<file path="config.mk">
export PLATFORM = sky130hd
export DESIGN_NAME = pcout_cascade_pipe_flat
export DESIGN_NICKNAME = d
export VERILOG_FILES = /design/src/rtl/dsp_slice_pkg.sv /design/src/rtl/pcout_cascade_pipe_if.sv /design/src/rtl/pcout_stage.sv /design/src/rtl/pcout_cascade_pipe.sv /design/src/flat_wrapper.sv
export SDC_FILE = /design/constraint.sdc
export NUM_CORES = 1
export LEC_CHECK = 0
export CAP_MARGIN = 20
export CORE_ASPECT_RATIO = 1.75
export CORE_MARGIN = 2
export CORE_UTILIZATION = 40
export CTS_BUF_LIST = sky130_fd_sc_hd__clkbuf_4 sky130_fd_sc_hd__clkbuf_8
export CTS_CLUSTER_SIZE = 20
export DETAILED_ROUTE_END_ITERATION = 6
export PLACE_DENSITY_LB_ADDON = 0.1
export SETUP_SLACK_MARGIN = 0.5
export SYNTH_ARGS = -nofsm -noshare
export SYNTH_HDL_FRONTEND = slang
export SYNTH_SLANG_ARGS = --single-unit
</file>
<file path="constraint.sdc">
create_clock -name CLK -period 2.1 [get_ports CLK]
set_input_delay 0.42 -clock CLK [delete_from_list [all_inputs] [get_ports CLK]]
set_output_delay 0.42 -clock CLK [all_outputs]
set_load 0.01 [all_outputs]
</file>
<file path="src/rtl/dsp_slice_pkg.sv">
// Shared DSP slice types and sizing helpers for the PCOUT cascade.
// PCOUT_PARITY_EN adds a stored parity bit to each stage tag.
package dsp_slice_pkg;

    localparam int P_WIDTH_DEF     = 48;
    localparam int PCOUT_DEPTH_MAX = 4;

    typedef struct packed {
        logic valid;
        logic carry;
`ifdef PCOUT_PARITY_EN
        logic par;
`endif
    } stage_tag_t;

    function automatic int occ_width(input int depth);
        return (depth < 1) ? 1 : $clog2(depth + 1);
    endfunction

endpackage

</file>
<file path="src/rtl/pcout_cascade_pipe_if.sv">
// Cascade bus between the post-adder and the PCOUT/CARRYCASCOUT pins.
// PCOUT_PARITY_EN adds par_out/par_err to the bundle.
interface pcout_cascade_pipe_if
    import dsp_slice_pkg::*;
#(
    parameter int WIDTH = P_WIDTH_DEF,
    parameter int DEPTH = 1
);
    localparam int CW = occ_width(DEPTH);

    logic             cep;
    logic             flushp;
    logic [WIDTH-1:0] p_cout_in;
    logic             carry_in;
    logic             valid_in;
    logic [WIDTH-1:0] p_cout;
    logic             carry_cout;
    logic             valid_out;
    logic [CW-1:0]    occ;
`ifdef PCOUT_PARITY_EN
    logic             par_out;
    logic             par_err;

    modport master (
        output cep, flushp, p_cout_in, carry_in, valid_in,
        input  p_cout, carry_cout, valid_out, occ, par_out, par_err
    );
    modport slave (
        input  cep, flushp, p_cout_in, carry_in, valid_in,
        output p_cout, carry_cout, valid_out, occ, par_out, par_err
    );
`else
    modport master (
        output cep, flushp, p_cout_in, carry_in, valid_in,
        input  p_cout, carry_cout, valid_out, occ
    );
    modport slave (
        input  cep, flushp, p_cout_in, carry_in, valid_in,
        output p_cout, carry_cout, valid_out, occ
    );
`endif

endinterface

</file>
<file path="src/rtl/pcout_stage.sv">
// One cascade register stage: flush clears only the valid tag,
// enable loads tag and data together.
module pcout_stage
    import dsp_slice_pkg::*;
#(
    parameter int WIDTH = P_WIDTH_DEF
) (
    input  logic             clk,
    input  logic             rst,
    input  logic             en,
    input  logic             flush,
    input  stage_tag_t       d_tag,
    input  logic [WIDTH-1:0] d_data,
    output stage_tag_t       q_tag,
    output logic [WIDTH-1:0] q_data
);

    always_ff @(posedge clk or posedge rst) begin
        if (rst) begin
            q_tag  <= '0;
            q_data <= '0;
        end else if (flush) begin
            q_tag.valid <= 1'b0;
        end else if (en) begin
            q_tag  <= d_tag;
            q_data <= d_data;
        end
    end

endmodule

</file>
<file path="src/rtl/pcout_cascade_pipe.sv">
// DEPTH-stage PCOUT cascade pipe with occupancy count.
// PCOUT_PARITY_EN enables per-stage parity and a sticky error flag.
module pcout_cascade_pipe
    import dsp_slice_pkg::*;
#(
    parameter int WIDTH = P_WIDTH_DEF,
    parameter int DEPTH = 1
) (
    input  logic                CLK,
    input  logic                RSTP,
    pcout_cascade_pipe_if.slave pif
);

    localparam int CW = occ_width(DEPTH);

    stage_tag_t in_tag;

    always_comb begin
        in_tag       = '0;
        in_tag.valid = pif.valid_in;
        in_tag.carry = pif.carry_in;
`ifdef PCOUT_PARITY_EN
        in_tag.par   = ^{pif.carry_in, pif.p_cout_in};
`endif
    end

    generate
        if (DEPTH == 0) begin : g_pass
            logic unused;

            assign pif.p_cout     = pif.p_cout_in;
            assign pif.carry_cout = in_tag.carry;
            assign pif.valid_out  = in_tag.valid;
            assign pif.occ        = '0;
`ifdef PCOUT_PARITY_EN
            assign pif.par_out    = in_tag.par;
            assign pif.par_err    = 1'b0;
`endif
            // Control pins are inert without storage.
            assign unused = ^{CLK, RSTP, pif.cep, pif.flushp};
        end else begin : g_pipe
            stage_tag_t       tag_q  [DEPTH];
            logic [WIDTH-1:0] data_q [DEPTH];
            logic [CW-1:0]    occ_q;

            for (genvar k = 0; k < DEPTH; k++) begin : g_stage
                stage_tag_t       d_tag;
                logic [WIDTH-1:0] d_data;

                if (k == 0) begin : g_head
                    assign d_tag  = in_tag;
                    assign d_data = pif.p_cout_in;
                end else begin : g_body
                    assign d_tag  = tag_q[k-1];
                    assign d_data = data_q[k-1];
                end

                pcout_stage #(
                    .WIDTH (WIDTH)
                ) u_stage (
                    .clk    (CLK),
                    .rst    (RSTP),
                    .en     (pif.cep),
                    .flush  (pif.flushp),
                    .d_tag  (d_tag),
                    .d_data (d_data),
                    .q_tag  (tag_q[k]),
                    .q_data (data_q[k])
                );
            end

            assign pif.p_cout     = data_q[DEPTH-1];
            assign pif.carry_cout = tag_q[DEPTH-1].carry;
            assign pif.valid_out  = tag_q[DEPTH-1].valid;
            assign pif.occ        = occ_q;

            // Incremental count tracks popcount of the valid tags.
            always_ff @(posedge CLK or posedge RSTP) begin
                if (RSTP) begin
                    occ_q <= '0;
                end else if (pif.flushp) begin
                    occ_q <= '0;
                end else if (pif.cep) begin
                    occ_q <= occ_q + CW'(pif.valid_in)
                           - CW'(tag_q[DEPTH-1].valid);
                end
            end

`ifdef PCOUT_PARITY_EN
            logic par_err_q;

            assign pif.par_out = tag_q[DEPTH-1].par;
            assign pif.par_err = par_err_q;

            // Checks the delivered word, so upsets on the pins are seen too.
            always_ff @(posedge CLK or posedge RSTP) begin
                if (RSTP) begin
                    par_err_q <= 1'b0;
                end else if (pif.valid_out &&
                             ((^{pif.carry_cout, pif.p_cout}) != pif.par_out)) begin
                    par_err_q <= 1'b1;
                end
            end
`endif
        end
    endgenerate

endmodule

</file>
<file path="src/flat_wrapper.sv">
// flat-port wrapper written by rule: the top's interface ports become plain ports
module pcout_cascade_pipe_flat import dsp_slice_pkg::*;
#(
    parameter int WIDTH = P_WIDTH_DEF,
    parameter int DEPTH = 1
)
  (CLK, RSTP, pif_cep, pif_flushp, pif_p_cout_in, pif_carry_in, pif_valid_in, pif_p_cout, pif_carry_cout, pif_valid_out, pif_occ);
  pcout_cascade_pipe_if #(.WIDTH(WIDTH), .DEPTH(DEPTH)) pif_i ();
  input  logic CLK;
  input  logic RSTP;
  input wire logic [$bits(pif_i.cep)-1:0] pif_cep;
  input wire logic [$bits(pif_i.flushp)-1:0] pif_flushp;
  input wire logic [$bits(pif_i.p_cout_in)-1:0] pif_p_cout_in;
  input wire logic [$bits(pif_i.carry_in)-1:0] pif_carry_in;
  input wire logic [$bits(pif_i.valid_in)-1:0] pif_valid_in;
  output wire logic [$bits(pif_i.p_cout)-1:0] pif_p_cout;
  output wire logic [$bits(pif_i.carry_cout)-1:0] pif_carry_cout;
  output wire logic [$bits(pif_i.valid_out)-1:0] pif_valid_out;
  output wire logic [$bits(pif_i.occ)-1:0] pif_occ;
  assign pif_i.cep = pif_cep;
  assign pif_i.flushp = pif_flushp;
  assign pif_i.p_cout_in = pif_p_cout_in;
  assign pif_i.carry_in = pif_carry_in;
  assign pif_i.valid_in = pif_valid_in;
  assign pif_p_cout = pif_i.p_cout;
  assign pif_carry_cout = pif_i.carry_cout;
  assign pif_valid_out = pif_i.valid_out;
  assign pif_occ = pif_i.occ;
  pcout_cascade_pipe #(.WIDTH(WIDTH), .DEPTH(DEPTH)) u_core (.CLK(CLK), .RSTP(RSTP), .pif(pif_i));
endmodule
</file>
# Yosys cells after proc, flatten, opt, wreduce, memory -nomap -nowiden
# Cells that the tools add are included.
[op_classes]
n_addsub = 2
n_mux = 4
bitwise_logic = 1
reduce_logical = 2
[ops]
columns = ["operator", "n"]
rows = [
  ["$mux 1", 3],
  ["$mux 2", 1],
  ["$reduce_and 2->1", 1],
  ["$reduce_bool 2->1", 1],
  ["$add 1x1->1", 1],
  ["$not 1->1", 1],
  ["$sub 1x1->1", 1],
]
[word_totals]
ff_bits = 51
in_bits = 54
output_inout_bits = 51
wordCells = 13

# Logic depth before layout (Yosys ltp)
[logic_depth]
word_depth = 4
mapped_depth = 4

# Modules after synthesis
# A second synthesis with hierarchy kept.
[unflattened]
hier_cells = 115
hier_area_um2 = 1986.9
[by_module_without_submodules]
columns = ["module", "instances", "cells_per_inst", "area_each_um2"]
rows = [
  ["pcout_stage", 1, 108, 1925.6],
  ["pcout_cascade_pipe", 1, 7, 61.3],
]

# Worst setup path before layout
# OpenSTA, ideal clock, no wires.
[synth_timing]
kind = "input -> register"
from = "input pif_cep"
to = "register u_core.g_pipe.g_stage[0].u_stage.q_data[12]"
setup_ps = 125
arrival_ps = 1149
slack_ps = 826
cell_stages = 4
n_path_buf = 2
cell_sequence = "nor2b_4 -> buf_6 -> buf_12 -> mux2_4"
[synth_via]
elab_chain_len = 1
[synth_lines]
columns = ["element", "line", "source"]
rows = [
  ["start: declaration", "flat_wrapper.sv:11", "input wire logic [$bits(pif_i.cep)-1:0] pif_cep;"],
  ["$reduce_and 2->1 (no source line)", "n/a", ""],
  ["end signal: assignment", "pcout_stage.sv:26", "q_data <= d_data;"],
  ["end: declaration", "pcout_stage.sv:15", "output logic [WIDTH-1:0] q_data"],
]
# Every way passes these cells.
# A chain may end at the register's enable or synchronous reset.

# Worst setup path in the final report
[layout_timing]
from = "input pif_flushp"
to = "register u_core.g_pipe.g_stage[0].u_stage.q_data[24]"
[layout_via]
elab_chain_len = 2
[layout_lines]
columns = ["element", "line", "source"]
rows = [
  ["start: declaration", "flat_wrapper.sv:12", "input wire logic [$bits(pif_i.flushp)-1:0] pif_flushp;"],
  ["$not 1->1 (no source line)", "n/a", ""],
  ["$reduce_and 2->1 (no source line)", "n/a", ""],
]
# Every way passes these cells.

==> out/metrics.yaml <==
status: "finished, final reports clean"
p_per_area_nw_per_um2: 770
synth_area_sq_um: 1980
critPathKind: "input pin to flip-flop"
p_leak_nw: 1.47
r2r_start: "u_core.g_pipe.g_stage[0].u_stage.q_tag[1]"
muxShareOfSynthArea: 0.302
cts_max_path_buffers: 2
ys_ff_latch: 51
yosys.area.top_type: "dfrtp_1"
track_usage: 0.165
worstPathMaxFanout: 14
drv_cap: 0
ios: 105
dr.first_iter.drc_count: 12
root_buffer: "clkbuf_8"
hp-class: "input pin to asynchronous set/reset pin"
drive_above_1_share: 0.297
ys_types: 14
synth-compound-area-share: 0.00694
switchingPower_mw: 0.598
finalClockSkew_ns: 0.000473
worstPathArrival_ns: 1.72
dr.pass1.iters: 4
syn_inst: 114
grt_pass1_wl_um: 7170
power_frac_comb: 0.246
area_growth_syn_to_layout_pct: 62.8
coreArea_sq_um: 4750
setup_tns_ns: 0
num-fill-cells: 361
cts_max_level: 2
startpoint_type: "input pin"
wl_um: 4540
clock-sinks: 51
n_antenna_cell: 0
reg2reg_to: "u_core.pif.occ"
max-vdd-ir-drop_mv: 0.592
fp-row-count: 33
cts_hold_buf: 0
layout.nets: 282
die_area_sq_um: 5560
cts_buffers: 5
grt_max_degree: 33
vias: 1345
finalHoldViolCount: 0
setup_viol: 0
pwr-share-seq: 0.480
switching_share: 0.241
yosysSeqAreaShare: 0.644
cts_tree: "built"
clock_power_share: 0.274
cts.clk_slew.worst_paths_ns: 0.09
die_height_um: 97.1
fmax_mhz: 648
yosys_warnings: 0
p_int_mw: 1.89
io_buffers: 104
syn_nets: 168
yosys-top-cells-area: "dfrtp_1 (64%), mux2_2 (22%), mux2_4 (7.6%)"
synth_top_family_by_area: "multiplexers"
clkLatencyLatePin_ns: 0.29
relSlewSlack: 0.688
ant_nets: 0
min_period_over_period: 0.735
routabilityCongestion: 0.691
synth_fa_ha_area_frac: 0
final_max_slew_viol_count: 0
power_mw: 2.49
viasPerCell: 4.79
avgSynthCellArea_sq_um: 17.4
tightestPinTransition_ns: 0.467
required_ns: 2.28
fin_crit_ns: 1.54
grt_pass1_vias: 1465
die_w_um: 57.2
synth-simple-area-share: 0.0139
worst_r2r_path_depth: 3
detailed_place_hpwl_um: 3310
antenna_found_initial: 0
drcViolationCount: 0
gr-total-overflow: 0
cp-end-kind: "flip-flop"
synth-xor-area-share: 0.00442
rsz0062_at_grt: "no"
r2r_slack_ns: 1.07
yosys.area.top_type_share: 0.644
floorplan.initialDensity: 0.418
wire_per_inst_um: 16.1
synthesized netlist by cell type:
| library cell | count |
|---|---|
| mux2_2 | 39 |
| buf_12 | 1 |
| mux2_4 | 10 |
| dfrtp_1 | 51 |
| nor2_1 | 2 |
| buf_4 | 3 |
| buf_6 | 1 |
| inv_1 | 1 |
| a31o_2 | 1 |
| nand2b_1 | 1 |
| xor2_1 | 1 |
| a21oi_1 | 1 |
| nor2b_4 | 1 |
| mux2i_1 | 1 |
worst max path at each step:
stage	startpoint	end	slack [ns]	cells after the start
2_1_floorplan	pif_cep	u_core.g_pipe.g_stage[0].u_stage.q_data[12]	0.83	4
3_3_place_gp	pif_cep	u_core.g_pipe.g_stage[0].u_stage.q_data[23]	0.24	4
3_5_place_dp	pif_cep	u_core.g_pipe.g_stage[0].u_stage.q_data[6]	0.19	4
4_1_cts	pif_cep	u_core.g_pipe.g_stage[0].u_stage.q_data[29]	0.50	4
5_1_grt	pif_flushp	u_core.g_pipe.g_stage[0].u_stage.q_data[27]	0.54	5
6_report	pif_flushp	u_core.g_pipe.g_stage[0].u_stage.q_data[24]	0.56	5
metal layers:
metal / share of wire / wire [um] / track usage
met5: 0 / 0 / 0
met3: 0.061 / 275 / 0.0373
met2: 0.55 / 2490 / 0.294
met4: 0.015 / 67 / 0.0537
met1: 0.38 / 1710 / 0.189
stage by stage:
step	util	cell area, sq um	hold slack, ns	worst slack (ns)	cells
2_1_floorplan	-	1990	0.469	0.826	114
3_3_place_gp	0.653	3100	0.490	0.241	268
3_5_place_dp	0.653	3100	0.494	0.194	268
4_1_cts	0.664	3150	0.497	0.502	276
5_1_grt	0.680	3230	0.502	0.538	281
6_report	0.680	3230	0.486	0.556	281
cells by family after synthesis:
family | Yosys count
simple gates | 4
xor+xnor | 1
flops | 51
mux | 50
buf+inv | 6
compound gates | 2
placed cells by master, fill, tap and decap left out, types with 2 or more instances in the layout:
| cell | count |
|---|---|
| mux2_4 | 10 |
| dlygate4sd2_1 | 51 |
| clkdlybuf4s50_1 | 52 |
| nor2_1 | 2 |
| dfrtp_1 | 51 |
| buf_12 | 3 |
| clkbuf_16 | 2 |
| mux2_2 | 39 |
| clkbuf_8 | 6 |
| buf_4 | 3 |
layout make-up:
cell class,count,area [sq um],area share
clock buffers,6,82.6,0.0256
clock inverters,2,35.0,0.0109
inverters,1,7.51,0.00233
multi-input cells,57,649,0.201
flip-flops and latches,51,1280,0.395
well taps,52,65.1,0.0202
repair buffers,112,1110,0.345
sequential cells by signal, summed over array words and instances, names as in the netlist:
name                                  flops
u_core.g_pipe.g_stage.u_stage.q_tag       2
u_core.pif.occ                            1
u_core.g_pipe.g_stage.u_stage.q_data     48
power by group through the flow:
stage | registers, mW | logic (mW) | clock network, mW
after floorplan | 1.28 | 0.200 | 0
after global placement | 1.21 | 0.689 | 0
after detailed placement | 1.22 | 0.706 | 0
after CTS | 1.19 | 0.608 | 0.708
after global routing | 1.21 | 0.651 | 0.744
final | 1.19 | 0.611 | 0.682
worst max-delay path, cell delays in order:
cell and delay (ns):
clkdlybuf4s50_1 0.49, nor2b_4 0.17, buf_4 0.15, buf_12 0.15
mux2_2 0.34
timing repair:
action / CTS / global route
gates resized for setup: 51 / 1
endpoints found under the setup margin: 51 / 39
endpoints found under the hold margin: 0 / 0
buffers inserted: 0 / 3
gates cloned: 0 / 2
Note: power is estimated with default switching activity, not from simulation.
